## config.mk

```make
export PLATFORM = sky130hd
export DESIGN_NAME = order_fetcher
export DESIGN_NICKNAME = d
export VERILOG_FILES = /design/src/rtl/order_fetcher.sv
export SDC_FILE = /design/constraint.sdc
export NUM_CORES = 2
export LEC_CHECK = 0
export CORE_ASPECT_RATIO = 1.1
export CORE_MARGIN = 4
export CORE_UTILIZATION = 51
export CTS_BUF_LIST = sky130_fd_sc_hd__clkbuf_4 sky130_fd_sc_hd__clkbuf_8
export DETAILED_ROUTE_END_ITERATION = 6
export GPL_TIMING_DRIVEN = 0
export HOLD_SLACK_MARGIN = 0.08
export PLACE_DENSITY = 0.78
export SYNTH_ARGS = -nofsm -noshare
export SYNTH_HDL_FRONTEND = slang
export SYNTH_SLANG_ARGS = --single-unit
```

## constraint.sdc

```tcl
create_clock -name system_clk -period 2.3 [get_ports system_clk]
set_input_delay 0.46 -clock system_clk [delete_from_list [all_inputs] [get_ports system_clk]]
set_output_delay 0.46 -clock system_clk [all_outputs]
set_load 0.02 [all_outputs]
```

## src/rtl/order_fetcher.sv

```systemverilog
// order_fetcher: fetches convolution orders over a one-outstanding read port,
// double-buffers them (shadow -> active) and sequences the
// calculate_start / calculate_finish handshake with the compute core.
module order_fetcher #(
    parameter int unsigned WORDS_PER_ORDER = 18,
    parameter int unsigned ORDER_STRIDE    = 32
) (
    input  logic                           system_clk,
    input  logic                           rst_n,
    input  logic                           task_start,
    input  logic [31:0]                    order_base_addr,
    input  logic [7:0]                     order_count,
    output logic                           rd_req,
    output logic [31:0]                    rd_addr,
    input  logic                           rd_ack,
    input  logic                           rd_valid,
    input  logic [31:0]                    rd_data,
    output logic                           calculate_start,
    input  logic                           calculate_finish,
    output logic [32*WORDS_PER_ORDER-1:0]  order_words,
    output logic [7:0]                     order_index,
    output logic                           busy,
    output logic                           all_done
);

    localparam int unsigned   KW     = (WORDS_PER_ORDER > 1) ? $clog2(WORDS_PER_ORDER) : 1;
    localparam logic [KW-1:0] LAST_K = KW'(WORDS_PER_ORDER - 1);

    typedef enum logic [1:0] {F_IDLE, F_REQ, F_DATA} fetch_state_t;
    typedef enum logic [1:0] {C_IDLE, C_WAIT, C_RUN} ctrl_state_t;

    fetch_state_t r_f_state, w_f_next;
    ctrl_state_t  r_c_state, w_c_next;

    // run parameters and fetch position
    logic [31:0]   r_base;
    logic [7:0]    r_count;
    logic [7:0]    r_fetch_idx;
    logic [KW-1:0] r_word_k;

    // shadow (prefetch) buffer
    logic [WORDS_PER_ORDER-1:0][31:0] r_shadow;
    logic                             r_shadow_full;

    // active-order side
    logic [7:0]                      r_next_idx;
    logic                            r_finish_r1;
    logic [32*WORDS_PER_ORDER-1:0]   r_order_words;
    logic [7:0]                      r_order_index;
    logic                            r_busy;
    logic                            r_all_done;
    logic                            r_calc_start;

    logic        w_run_start;
    logic        w_zero_start;
    logic        w_fetch_go;
    logic        w_accept;
    logic        w_last_word;
    logic        w_load;
    logic        w_finish_rise;
    logic        w_more_orders;
    logic        w_run_end;
    logic [31:0] w_word_off;

    assign w_run_start   = (r_c_state == C_IDLE) && task_start && (order_count != 8'd0);
    assign w_zero_start  = (r_c_state == C_IDLE) && task_start && (order_count == 8'd0);
    assign w_fetch_go    = w_run_start ||
                           (r_busy && (r_fetch_idx < r_count) && !r_shadow_full);
    assign w_accept      = rd_valid && ((r_f_state == F_DATA) ||
                                        ((r_f_state == F_REQ) && rd_ack));
    assign w_last_word   = (r_word_k == LAST_K);
    assign w_finish_rise = calculate_finish && !r_finish_r1;
    assign w_more_orders = (r_next_idx < r_count);

    // byte address of (order r_fetch_idx, word r_word_k), wrapping mod 2^32
    assign w_word_off = 32'(r_fetch_idx) * ORDER_STRIDE + 32'(r_word_k);
    assign rd_addr    = r_base + (w_word_off << 2);
    assign rd_req     = (r_f_state == F_REQ);

    // fetch and control state registers
    always_ff @(posedge system_clk or negedge rst_n) begin
        if (!rst_n) begin
            r_f_state <= F_IDLE;
            r_c_state <= C_IDLE;
        end else begin
            r_f_state <= w_f_next;
            r_c_state <= w_c_next;
        end
    end

    // fetch engine next state: one request outstanding, data may ride with ack
    always_comb begin
        w_f_next = r_f_state;
        case (r_f_state)
            F_IDLE: begin
                if (w_fetch_go) w_f_next = F_REQ;
            end
            F_REQ: begin
                if (rd_ack) begin
                    if (w_accept) w_f_next = w_last_word ? F_IDLE : F_REQ;
                    else          w_f_next = F_DATA;
                end
            end
            F_DATA: begin
                if (w_accept) w_f_next = w_last_word ? F_IDLE : F_REQ;
            end
            default: w_f_next = F_IDLE;
        endcase
    end

    // control FSM next state plus load / run-end strobes
    always_comb begin
        w_c_next  = r_c_state;
        w_load    = 1'b0;
        w_run_end = 1'b0;
        case (r_c_state)
            C_IDLE: begin
                if (w_run_start) w_c_next = C_WAIT;
            end
            C_WAIT: begin
                if (r_shadow_full) begin
                    w_load   = 1'b1;
                    w_c_next = C_RUN;
                end
            end
            C_RUN: begin
                if (w_finish_rise) begin
                    if (w_more_orders) begin
                        w_c_next = C_WAIT;
                    end else begin
                        w_run_end = 1'b1;
                        w_c_next  = C_IDLE;
                    end
                end
            end
            default: w_c_next = C_IDLE;
        endcase
    end

    // run parameters, fetch position and shadow buffer fill / hand-over
    always_ff @(posedge system_clk or negedge rst_n) begin
        if (!rst_n) begin
            r_base        <= '0;
            r_count       <= '0;
            r_fetch_idx   <= '0;
            r_word_k      <= '0;
            r_shadow      <= '0;
            r_shadow_full <= 1'b0;
            r_next_idx    <= '0;
            r_order_words <= '0;
            r_order_index <= '0;
        end else begin
            if (w_run_start) begin
                r_base      <= order_base_addr;
                r_count     <= order_count;
                r_fetch_idx <= '0;
                r_word_k    <= '0;
                r_next_idx  <= '0;
            end
            if (w_accept) begin
                r_shadow[r_word_k] <= rd_data;
                if (w_last_word) begin
                    r_word_k      <= '0;
                    r_fetch_idx   <= r_fetch_idx + 8'd1;
                    r_shadow_full <= 1'b1;
                end else begin
                    r_word_k <= r_word_k + KW'(1);
                end
            end
            if (w_load) begin
                r_order_words <= r_shadow;
                r_order_index <= r_next_idx;
                r_next_idx    <= r_next_idx + 8'd1;
                r_shadow      <= '0;
                r_shadow_full <= 1'b0;
            end
        end
    end

    // handshake outputs, busy flag and finish edge detector
    always_ff @(posedge system_clk or negedge rst_n) begin
        if (!rst_n) begin
            r_calc_start <= 1'b0;
            r_all_done   <= 1'b0;
            r_busy       <= 1'b0;
            r_finish_r1  <= 1'b0;
        end else begin
            r_calc_start <= w_load;
            r_all_done   <= w_zero_start || w_run_end;
            r_finish_r1  <= calculate_finish;
            if (w_run_start)    r_busy <= 1'b1;
            else if (w_run_end) r_busy <= 1'b0;
        end
    end

    assign calculate_start = r_calc_start;
    assign order_words     = r_order_words;
    assign order_index     = r_order_index;
    assign busy            = r_busy;
    assign all_done        = r_all_done;

endmodule

```

==> results.cfg <==
[detailed_routing]
vias = 43310
drc = 0
route.detailed.wl_per_inst_um = 22.98
final_ant_viol_nets = 0
detailedRoute.firstPassIterationCount = 6
routed_wl_mm = 179.6
vias_per_cell = 5.542
detail_route.iter0.violations = 4606

[global_routing]
grt-busiest-layer = met2
globalRouteTotalUtil_pct = 34.86
grt_max_degree = 180
grt_util_met3_pct = 9.270
grt.overflow.total = 0
global_route.usage.met2_pct = 53.08
grt_antenna_before_repair = 12
grt_pass1_vias = 42570
globalRouteMet1Util_pct = 44.76
grt_first_pass_wirelength_mm = 262.0

[floorplan]
die_height_um = 333.0
die_outline_area_um2 = 101100
i_o_pin_count = 698
area_of_the_core_um2 = 94790
fp.dieW_um = 303.5
floorplan.initialDensity_pct = 51.67
row_count = 118

[clock_tree]
cts_tree = done
post_cts_hold_buffer_count = 1
path_clk_slew_ns = 0.07
clk-insertion-delay-late_ns = 0.88
cts_root_buf = clkbuf_8
cts_sinks = 1230
clk_path_buf_depth = 3
cts_max_level = 4
cts_made_buffers = 190

[setup_path]
endpoint_kind = output pin
r2r_setup_slack_ns = 0.04
critical_path_arrival_ns = 3.23
critical-path-slowest-cell = dfrtp_2
timing.reg2reg.worst_path_depth = 7
worst_r2r_endpoint = order_words[127]
critical_path_required_ns = 1.84
critical-path-max-stage-delay_ns = 0.45
worstPathMaxFanout = 4
worst_path_dominant_cell_family = compound AO/OA/AOI/OAI gates
path_class = register to output pin
cp_cell_sequence = ha_4 -> o21a_1 -> a21oi_4 -> nor4_4 -> o211ai_4 -> buf_12 -> a2111oi_4 -> xor2_2 -> buf_6
worstSetupStartpointType = register
r2r_start = r_c_state[0]
cp.buffers_inverters = 2

[timing]
holdWs_ns = -0.4731
transition_time_at_the_pin_with_the_least_slew_margin_ns = 1.622
max-slew-margin-rel_pct = -8.105
timing.fmax_mhz = 271.0
postLayoutSetupSlackWorst_ns = -1.390
timing.final.max_slew_violations = 54
setup_viol = 32
timing.final.hold_violations = 110
grt_setup_unrepaired = yes
final.period_utilization_pct = 160.5
worst_clock_skew_ns = 0.05190
post-route-min-period_ns = 3.690

[synth]
synthesis.area_um2 = 48970
synth_seq_area_share_pct = 62.85
count_of_flip_flops_with_a_built_in_enable_after_synthesis = 0
synth_xor_area_share_pct = 0.5008
dominant_combinational_cell_family_by_area_after_synthesis = simple AND/OR/NAND/NOR gates
post-synth-top-count-cell = nand2_1
synth-seq-cells = 1230
synthAdderAreaFrac_pct = 0.8840
synth_nets = 5606
post_synth_and_or_nand_nor_area_fraction_pct = 24.22
synth_ff_type = dfrtp_1
synthArstFlopShare_pct = 100.0
muxShareOfSynthArea_pct = 0.7307
synthesis.area_per_instance_um2 = 8.914
synth.lib_cells_used.distinct = 65
cell_type_contributing_the_most_total_cell_area_after_synthesis = dfrtp_1
synthCells = 5494
compound_gate_portion_of_the_synthesized_area_pct = 7.386
synth_top_cell_area_share_pct = 62.85
netlist_top_cells_count = nand2_1 (2951), dfrtp_1 (1230), a21oi_1 (599), clkbuf_1 (255), buf_2 (105)
synthesis.yosys.warnings = 0
ys_top_cells_by_area = dfrtp_1 (63%), nand2_1 (23%), a21oi_1 (6.1%)

[pwr]
cellLeakagePower_nw = 34.06
vdd_ir_max_mv = 0.7658
power_per_cell_area_nw_per_um2 = 831.1

[placement]
place_hpwl_mm = 122.7
globalplace.congestion = 0.8822
port-buffer-count = 665

[flow_run]
drv_cap = 8

[layout]
finalNetCount = 6515
post-route-util_pct = 65.73
n_fill_cell = 7905
drive_gt1_share_pct = 12.05
area.growth.synth_to_final_pct = 27.21

[outcome]
outcome = complete, but fails checks
failed_checks = negative hold slack, max-capacitance violations, max-slew violations, negative setup slack

[min_path]
min_path_type = input pin to async pin
[report_power, final]
group / internal, mW / total [mW] / switching [mW]
Sequential: 23.7 / 25.1 / 1.39
Combinational: 2.82 / 6.92 / 4.10
Clock: 10.8 / 19.7 / 8.89
[stage by stage]
step | setup WS, ns | power (mW) | TNS (ns) | area, um2 | cells
2_1_floorplan | -0.3293 | 28.75 | -5.598 | 49230 | 5494
3_3_place_gp | -58.17 | 31.12 | - | 57470 | 7419
3_5_place_dp | -1.308 | 31.57 | -1098.03 | 57680 | 7426
4_1_cts | -1.446 | 51.57 | -34.36 | 61840 | 7790
5_1_grt | -1.514 | 53.73 | -35.37 | 62290 | 7809
6_report | -1.390 | 51.78 | -31.86 | 62300 | 7814
[layout make-up]
class	instances	area (um2)	share of cell area, %
clock inverters	25	290.3	0.4659
multi-input cells	3860	17310	27.78
well taps	1260	1577	2.531
flip-flops and latches	1230	30790	49.43
repair buffers	721	6615	10.62
clock buffers	311	3824	6.138
plain buffers	384	1812	2.908
diodes	7	17.52	0.02812
inverters	16	62.56	0.1004
[worst max-delay path by stage]
stage,cells past startpoint,to,startpoint,slack (ns)
3_3_place_gp,1,r_word_k[1],rst_n,-58.17
3_5_place_dp,8,r_shadow[433],r_word_k[1],-1.31
4_1_cts,9,rd_addr[31],r_fetch_idx[2],-1.45
2_1_floorplan,8,rd_addr[26],r_word_k[0],-0.33
5_1_grt,9,rd_addr[31],r_word_k[2],-1.51
6_report,9,rd_addr[31],r_word_k[2],-1.39
[registers in the layout, indices dropped and copies added, names as in the netlist]
name and count:
r_word_k 5, order_words 576, r_f_state 2, calculate_start 1, order_index 8, r_c_state 2
r_shadow_full 1, r_base 32, r_shadow 576, busy 1, r_finish_r1 1, r_next_idx 8
r_count 8, all_done 1, r_fetch_idx 8
[metal layers]
layer / vias to the layer above / wire, um
met5: - / 11
met4: 2 / 12510
met3: 569 / 19210
met2: 2396 / 81760
met1: 21260 / 66060
li1: 19080 / -
[repair_timing]
item | CTS | global route
setup endpoints to repair | 1800 | 637
gates cloned | 1 | 3
pin swaps | 45 | 31
endpoints found under the hold margin | 108 | 107
gates resized for setup | 951 | 111
buffers inserted | 28 | 15
[cell families (layout without fill, tap and decap cells)]
group                      Yosys count  in the layout
and+or+nand+nor                   3078           3078
DFF                               1230           1230
AOI/OAI and AO/OA                  688            688
buffers and inverters              404           1457
adders and majority gates           34             34
muxes                               32             32
xor gates and xnor gates            28             28
other                                0              7
[cells in the final DEF (no fill, tap or decap), types with 7 or more instances in the layout]
cell	count
nand3_1	13
dfrtp_2	11
and3_1	9
buf_16	8
buf_6	27
a21oi_1	592
clkbuf_2	94
nor2_1	23
clkinv_2	8
mux2_1	30
clkdlybuf4s50_1	44
nand2_1	2946
buf_4	57
clkbuf_4	85
dfrtp_1	1219
nor2_4	15
xnor2_2	7
ha_1	19
a21o_1	10
ha_4	14
nand3_2	16
clkbuf_1	152
dlygate4sd2_1	589
clkbuf_8	238
diode_2	7
inv_1	15
buf_2	110
o21ai_0	38
xor2_2	15
Power figures use the tool's default switching activity.
